**config.mk**
```make
export PLATFORM = sky130hd
export DESIGN_NAME = step_motor_driver
export DESIGN_NICKNAME = d
export VERILOG_FILES = /design/src/rtl/step_motor_pkg.sv /design/src/rtl/step_phase_decode.sv /design/src/rtl/step_motor_driver.sv
export SDC_FILE = /design/constraint.sdc
export NUM_CORES = 1
export LEC_CHECK = 0
export BUFFER_PORTS_ARGS = -buffer_cell sky130_fd_sc_hd__buf_2
export CORE_MARGIN = 5
export CORE_UTILIZATION = 50
export CTS_CLUSTER_SIZE = 25
export DETAILED_ROUTE_END_ITERATION = 8
export PLACE_DENSITY = 0.81
export SYNTH_ARGS = -nofsm -noshare
export SYNTH_HDL_FRONTEND = slang
export SYNTH_SLANG_ARGS = --single-unit
```
**constraint.sdc**
```tcl
create_clock -name clock -period 5.65 [get_ports clock]
set_clock_uncertainty 0.2 [all_clocks]
set_input_delay 0.2825 -clock clock [delete_from_list [all_inputs] [get_ports clock]]
set_output_delay 0.2825 -clock clock [all_outputs]
set_load 0.03 [all_outputs]
```
**src/rtl/step_motor_pkg.sv**
```systemverilog
// Shared definitions for the stepper sequencer.
//   state_t     : sequencer state (IDLE, RUN)
//   PHASE_TABLE : phase index -> {AX, AY, AE, BX, BY, BE}
//   MIN_PERIOD  : shortest allowed step period in clock cycles
package step_motor_pkg;

  typedef enum logic {
    IDLE = 1'b0,
    RUN  = 1'b1
  } state_t;

  localparam int MIN_PERIOD = 2;

  // Bridge codes, ordered {X, Y, E}.
  localparam logic [2:0] BR_POS = 3'b101;
  localparam logic [2:0] BR_NEG = 3'b011;
  localparam logic [2:0] BR_OFF = 3'b000;

  // Eight half-step phases; even indices drive one winding,
  // odd indices drive both windings.
  localparam logic [7:0][5:0] PHASE_TABLE = {
    {BR_POS, BR_NEG},  // 7: A+ / B-
    {BR_OFF, BR_NEG},  // 6: off / B-
    {BR_NEG, BR_NEG},  // 5: A- / B-
    {BR_NEG, BR_OFF},  // 4: A- / off
    {BR_NEG, BR_POS},  // 3: A- / B+
    {BR_OFF, BR_POS},  // 2: off / B+
    {BR_POS, BR_POS},  // 1: A+ / B+
    {BR_POS, BR_OFF}   // 0: A+ / off
  };

endpackage

```
**src/rtl/step_phase_decode.sv**
```systemverilog
// Combinational phase decoder.
//   index    : 3-bit phase index
//   energize : 1 = drive the windings, 0 = all bridges off
//   drive    : {AX, AY, AE, BX, BY, BE}
module step_phase_decode
  import step_motor_pkg::*;
(
  input  logic [2:0] index,
  input  logic       energize,
  output logic [5:0] drive
);

  assign drive = energize ? PHASE_TABLE[index] : 6'b000000;

endmodule

```
**src/rtl/step_motor_driver.sv**
```systemverilog
// Step/direction sequencer for one two-phase bipolar stepper channel.
//   clock, reset          : system clock, synchronous active-high reset
//   cmd_valid/cmd_ready   : command handshake (ready = !busy && !stop)
//   cmd_steps, cmd_dir,
//   cmd_half, cmd_period  : move length, direction, half/full mode, cycles per step
//   stop                  : abort the current move
//   hold_en               : keep windings energized while idle
//   busy, done, aborted   : move status (done is a one-cycle pulse)
//   position              : signed position in half-step units
//   AX, AY, BX, BY, AE, BE: registered H-bridge drives
module step_motor_driver
  import step_motor_pkg::*;
#(
  parameter int STEP_WIDTH   = 16,
  parameter int PERIOD_WIDTH = 16,
  parameter int POS_WIDTH    = 32
) (
  input  logic                    clock,
  input  logic                    reset,
  input  logic                    cmd_valid,
  output logic                    cmd_ready,
  input  logic [STEP_WIDTH-1:0]   cmd_steps,
  input  logic                    cmd_dir,
  input  logic                    cmd_half,
  input  logic [PERIOD_WIDTH-1:0] cmd_period,
  input  logic                    stop,
  input  logic                    hold_en,
  output logic                    busy,
  output logic                    done,
  output logic                    aborted,
  output logic [POS_WIDTH-1:0]    position,
  output logic                    AX,
  output logic                    AY,
  output logic                    BX,
  output logic                    BY,
  output logic                    AE,
  output logic                    BE
);

  state_t                  state;
  logic [2:0]              index;
  logic [PERIOD_WIDTH-1:0] timer;
  logic [PERIOD_WIDTH-1:0] period_q;
  logic [STEP_WIDTH-1:0]   remaining;
  logic                    dir_q;
  logic                    half_q;
  logic                    zero_pend;
  logic [5:0]              drive_q;

  logic                    accept;
  logic [PERIOD_WIDTH-1:0] eff_period;
  logic                    step_edge;
  logic [2:0]              step_mag;
  logic [2:0]              index_step;
  logic [2:0]              index_next;
  logic [POS_WIDTH-1:0]    pos_delta;
  logic [5:0]              decode_drive;

  assign busy      = (state == RUN);
  assign cmd_ready = !busy && !stop;
  assign accept    = cmd_valid && cmd_ready;

  assign eff_period = (cmd_period < PERIOD_WIDTH'(MIN_PERIOD))
                      ? PERIOD_WIDTH'(MIN_PERIOD) : cmd_period;

  // stop outranks a coinciding step edge.
  assign step_edge = busy && !stop && (timer == '0);

  // Full-step from an odd index jumps two phases; from an even index it
  // moves one phase to realign onto the two-winding (odd) phases.
  assign step_mag   = (!half_q && index[0]) ? 3'd2 : 3'd1;
  assign index_step = dir_q ? (index - step_mag) : (index + step_mag);
  assign index_next = step_edge ? index_step : index;
  assign pos_delta  = POS_WIDTH'(step_mag);

  // Energize uses the pre-edge busy, so drives follow busy/hold_en one
  // edge late while a step shows its new phase on the step edge itself.
  step_phase_decode u_decode (
    .index    (index_next),
    .energize (busy || hold_en),
    .drive    (decode_drive)
  );

  assign {AX, AY, AE, BX, BY, BE} = drive_q;

  // NOTE: every register here is sequential state, so all assignments in
  // this block are non-blocking; blocking ones would create ordering races.
  always_ff @(posedge clock) begin
    if (reset) begin
      state     <= IDLE;
      index     <= 3'd0;
      timer     <= '0;
      period_q  <= PERIOD_WIDTH'(MIN_PERIOD);
      remaining <= '0;
      dir_q     <= 1'b0;
      half_q    <= 1'b0;
      zero_pend <= 1'b0;
      done      <= 1'b0;
      aborted   <= 1'b0;
      position  <= '0;
      drive_q   <= 6'b000000;
    end else begin
      done      <= 1'b0;
      zero_pend <= 1'b0;
      index     <= index_next;
      drive_q   <= decode_drive;
      case (state)
        IDLE: begin
          // A zero-length command completes one edge after its accept.
          if (zero_pend) done <= 1'b1;
          if (accept) begin
            aborted   <= 1'b0;
            dir_q     <= cmd_dir;
            half_q    <= cmd_half;
            period_q  <= eff_period;
            timer     <= eff_period - 1'b1;
            remaining <= cmd_steps;
            if (cmd_steps == '0) zero_pend <= 1'b1;
            else                 state     <= RUN;
          end
        end
        RUN: begin
          if (stop) begin
            state   <= IDLE;
            done    <= 1'b1;
            aborted <= 1'b1;
          end else if (step_edge) begin
            position  <= dir_q ? (position - pos_delta) : (position + pos_delta);
            timer     <= period_q - 1'b1;
            remaining <= remaining - 1'b1;
            if (remaining == STEP_WIDTH'(1)) begin
              state <= IDLE;
              done  <= 1'b1;
            end
          end else begin
            timer <= timer - 1'b1;
          end
        end
        default: state <= IDLE;
      endcase
    end
  end

endmodule

```
-- Word level (Yosys, flattened, before mapping)
Memories as Yosys holds them, arrays and structs flattened. A register that Yosys moved wholly into a read port is not among the register bits.
Index checks and enable logic that the tools add are counted.
- add/sub/neg operators: 8
- magnitude comparators: 1
- equal/unequal tests: 5
- mux-type cells: 28
- bitwise operators: 4
- reduce and logical (&&, ||, !) cells: 18
- operator list (operator ; number):
    16-bit 2-to-1 mux ; 7
    16-bit one-hot mux with 2 select lines ; 2
    16-bit by 1-bit subtractor with 16-bit output (second input constant) ; 4
    32-bit by 2-bit adder with 32-bit output ; 1
    16-bit logical NOT ; 2
    32-bit 2-to-1 mux ; 1
    32-bit by 2-bit subtractor with 32-bit output ; 1
    16-bit by 1-bit == test with 1-bit output (second input constant) ; 1
    16-bit by 2-bit less-than comparator with 1-bit output (second input constant) ; 1
    1-bit 2-to-1 mux ; 12
    3-bit 2-to-1 mux ; 2
    2-bit inequality test (second input constant) ; 3
    1-bit one-hot mux with 2 select lines ; 3
    2-bit AND reduction ; 3
    3-bit AND reduction ; 2
    1-bit logical AND ; 5
    1-bit inverter ; 4
    3-bit by 2-bit adder with 3-bit output ; 1
    1-bit logical NOT ; 3
    3-bit OR reduction ; 1
    3-bit by 2-bit subtractor with 3-bit output ; 1
    2-bit 2-to-1 mux ; 1
    2-bit by 1-bit inequality test with 1-bit output (second input constant) ; 1
    2-bit OR reduction ; 1
    1-bit logical OR ; 1
- register bits: 89
- ROM bits: 48
- input bits: 39
- output and inout port bits: 42
- logic and storage cells: 76
- memories: 1
- memory list (name ; depth ; bits a word ; rd ports ; clocked after memory_dff ; write ports ; line ; text):
    (no name shown) ; 8 ; 6 ; 1 ; 1 ; 0 ; step_phase_decode.sv:13 ; assign drive = energize ? PHASE_TABLE[index] : 6'b000000;

-- Logic depth before layout (Yosys ltp)
- word-level depth: 6
- depth in mapped cells: 13
- depth with buffers taken out: 13

-- Modules after synthesis
Synthesis repeated with hierarchy kept, for this count alone.
- cells, all modules: 806
- area total of the unflattened synthesis: 6122.1 um2
- modules (own cells, without submodules) (module ; times used ; cells an instance ; area an instance (um2) ; sequential area each (um2)):
    step_motor_driver ; 1 ; 795 ; 6055.8 ; 1901.8
    step_phase_decode ; 1 ; 11 ; 66.3 ; 0.0

-- Worst setup path after synthesis
OpenSTA, ideal clock, no wires.
- path kind: register to register
- from: reg dir_q
- to: reg position[29]
- library setup time: 0.132 ns
- data arrival time: 3.302 ns
- required time: 5.318 ns
- setup slack: 2.015 ns
- stages on the path, launching flop included: 13
- path buffers: 0
- clock period less this slack: 3.635 ns
- path through: dfxtp_1 -> nand2_1 -> inv_1 -> ha_1 -> nor2b_1 -> o31a_1 -> o31ai_1 -> o31a_1 -> o31a_1 -> o21ai_0 -> a311o_1 -> nand3_1 -> a21oi_1
- word-level cells in the longest chain between the ends: 1
- RTL lines (item ; line ; text):
    start: declaration ; step_motor_driver.sv:45 ; logic dir_q;
    start signal: assignment ; step_motor_driver.sv:113 ; dir_q <= cmd_dir;
    32-bit 2-to-1 mux ; step_motor_driver.sv:128 ; position <= dir_q ? (position - pos_delta) : (position + pos_delta);
    end signal: assignment ; step_motor_driver.sv:128 ;
    end: declaration ; step_motor_driver.sv:31 ; output logic [POS_WIDTH-1:0] position,
Every way passes these cells.
A chain may end at the register's enable or synchronous reset.

-- Worst setup path after layout
Same ends and word-level chain as after synthesis.

==> summary.md <==
| Metric | Value |
|---|---|
| Outcome | finished clean |
| F_max | 275 MHz |
| Critical path launch point type | flop |
| Drt first-iter violations | 434 |
| Final WS setup | 2.01 ns |
| Cells after Synth | 767 |
| CP dominant cell by count | o31a_1 |
| Synth Cell Area | 0.00591 mm2 |
| Fraction of registers with async set/reset | 0 |
| Min cycle time layout | 3.64 ns |
| Hpwl dp | 10400 um |
| Vias in the first global route | 5569 |
| Clk Latency, worst-skew pair | 0.35 ns |
| FP Rows | 39 |
| Number of distinct library cells after synthesis | 67 |
| Cell Chain, Critical Path | nand2_1 > inv_1 > ha_1 > nor2b_1 > o31a_1 > o31ai_1 > o31a_1 > o31a_1 > o21ai_0 > a311o_1 > nand3_1 > a21oi_1 |
| Hold Path Class | input port to flop |
| Final GP Congestion | 0.883 |
| Layout area overhead | 13.8% |
| Worst-path clk slew | 0.07 ns |
| First-pass GRT wire length | 25500 um |
| Fin util | 0.584 |
| CTS Root Cell | clkbuf_16 |
| Synth top area cells | dfxtp_1 32%, nand2_1 8.7%, a21oi_1 7.7%, ha_1 7.4%, nor2_1 3.4% |
| Critical path class | flop to flop |
| Die W | 119 um |
| Die Y | 119 um |
| Largest net degree at the start of global routing | 56 |
| Initial antenna violation count | 0 |
| Congestion Overflow GR | 0 |
| Drt pass-1 iters | 6 |
| Syn_area_per_cell | 7.70 um2 |
| Synth area leader | dfxtp_1 |
| Remaining antenna violation count after routing | 0 |
| Routed WL | 14900 um |
| Final setup viols | 0 |
| Number of flops mapped to enable cells by yosys | 0 |
| Max stage delay on crit path | 0.60 ns |
| Share of post-route cells with drive strength above 1 | 0.140 |
| Full die area | 0.0141 mm2 |
| IO Count | 81 |
| Max transition margin | 0.377 |
| Seq cells post-synth | 95 |
| Initial Util | 0.513 |
| DR WL/cell | 15.3 um |
| Num CTS Buffers | 9 |
| Max IR drop VDD | 0.000200 V |
| CTS sink cnt | 95 |
| Worst Tran Pin Value | 0.933 ns |
| CTS tree | yes |
| PD cells | 228 mW/mm2 |
| Crit Path Max Fanout | 12 |
| Tot GR Track Use | 0.214 |
| Hold buffers post-CTS | 8 |
| Fin crit share | 0.645 |
| Predominant post-synthesis flop cell | dfxtp_1 |
| Vias per cell | 5.89 |
| Final count of hold timing violations | 0 |
| Post-synth net total | 843 |
| Post-CTS setup buffer count | 0 |
| DP Worst Slack | 2.04 ns |
| Detailed-route via count | 5775 |
| Final nets | 908 |
| RSZ-0062 raised after global routing | no |
| H-tree depth | 3 |
| Yosys warnings | 0 |
| Worst EP arrival | 3.66 ns |
| Critical-path top delay cell | dfxtp_1 |
| Port Buffers | 80 |
| Maximum clock path buffer count | 2 |
| Area share of the leading cell type in the synthesized netlist | 0.322 |
| Core area | 0.0115 mm2 |
| Cts repair resizes | 0 |
| Ant diodes | 0 |
| Seq/Total Area, Yosys | 0.322 |
| Setup TNS | 0 ns |
| Crit end category | flop |
| Max Slew Vio Count | 0 |
| Max-capacitance violation count | 0 |
| Leakage | 0.00294 uW |
| Post-route DRC violation count | 0 |
| Worst EP required | 5.67 ns |
## placed cells by master (no fill, tap or decap), types with 8 or more instances in the layout
cell / synthesis / final
clkbuf_16: 0 / 9
or3_1: 9 / 9
buf_2: 1 / 80
xnor2_1: 17 / 17
nor2_1: 54 / 54
a211oi_1: 15 / 15
nor4_1: 11 / 11
a21oi_1: 91 / 91
o21ai_0: 31 / 31
dlygate4sd3_1: 0 / 8
nand3_1: 17 / 17
a31oi_1: 8 / 8
a21o_1: 20 / 20
and2_1: 12 / 12
o31ai_1: 8 / 8
xor2_1: 14 / 14
ha_1: 35 / 35
inv_1: 16 / 16
nor3_1: 10 / 10
dfxtp_1: 95 / 94
nand2_1: 137 / 137
## flip-flops by register name, indices dropped and copies added, names as in the netlist
name / cells
aborted: 1
busy: 1
dir_q: 1
done: 1
drive_q: 6
half_q: 1
index: 3
period_q: 16
position: 32
remaining: 16
timer: 16
zero_pend: 1
## Yosys cell counts (all sizes together) (6+ instances only)
| cell type | number |
|---|---|
| inv | 17 |
| ha | 35 |
| xnor2 | 17 |
| xor2 | 14 |
| a311oi | 6 |
| nand2 | 137 |
| a211oi | 17 |
| and3 | 6 |
| clkbuf | 36 |
| dfxtp | 95 |
| a31oi | 8 |
| nor2 | 54 |
| o21a | 6 |
| o21ai | 34 |
| o31ai | 8 |
| nor3 | 12 |
| nand4 | 7 |
| a21o | 20 |
| and2 | 13 |
| nor4 | 11 |
| a21oi | 91 |
| o211ai | 6 |
| or3 | 9 |
| nor2b | 7 |
| nand2b | 7 |
| nand3 | 17 |
## cells by family after synthesis
kind of cell | Yosys count | synth area share
simple gates | 302 | 0.243
mux | 6 | 0.0106
fa+ha+maj | 37 | 0.0809
xor+xnor | 31 | 0.0459
buf+inv | 57 | 0.0390
compound gates | 239 | 0.259
flops | 95 | 0.322
## metal layers
layer / wire length [um] / track usage / vias to the layer above
met5: 0 / 0 / -
met4: 240 / 0.0594 / 0
met3: 854 / 0.0430 / 23
met2: 7290 / 0.380 / 173
met1: 6570 / 0.263 / 2674
li1: - / - / 2905
## worst max-delay path: cells and delay by family, from the launching register on
kind,cells,cell delay [ns]
buf+inv,1,0.13
flops,1,0.60
fa+ha+maj,1,0.23
compound gates,7,1.94
simple gates,3,0.40
## through the flow
stage | hold WS (ns) | cells | total power, uW | area (um2)
finish | 0.0141 | 980 | 1530 | 6730
global route | 0.0107 | 980 | 1610 | 6730
CTS | 0.000546 | 980 | 1540 | 6730
detailed placement | 0.248 | 956 | 955 | 6360
global placement | 0.242 | 956 | 951 | 6360
floorplan | 0.218 | 767 | 895 | 5910
## report_power, final
group | total (uW) | internal, uW | switching (uW)
Sequential | 716 | 695 | 21.0
Clock | 584 | 312 | 272
Combinational | 234 | 88.8 | 145
Total | 1530 | 1100 | 437
## worst paths after layout
path | startpoint | endpoint | slack, ns | cells after the start
min reg2reg | period_q[7] | period_q[7] | 0.26 | 2
max | dir_q | position[29] | 2.01 | 12
min | cmd_period[8] | period_q[8] | 0.01 | 3
max reg2reg | dir_q | position[29] | 2.01 | 12
## cell type report
class / instances / area [um2]
Clock buffer: 10 / 239
Fill cell: 1054 / 4790
Tap cell: 143 / 179
Multi-Input combinational cell: 615 / 3780
Timing Repair Buffer: 93 / 518
Sequential cell: 95 / 1900
Inverter: 18 / 67.6
Clock inverter: 6 / 42.5
(Power assumes the default switching activity.)
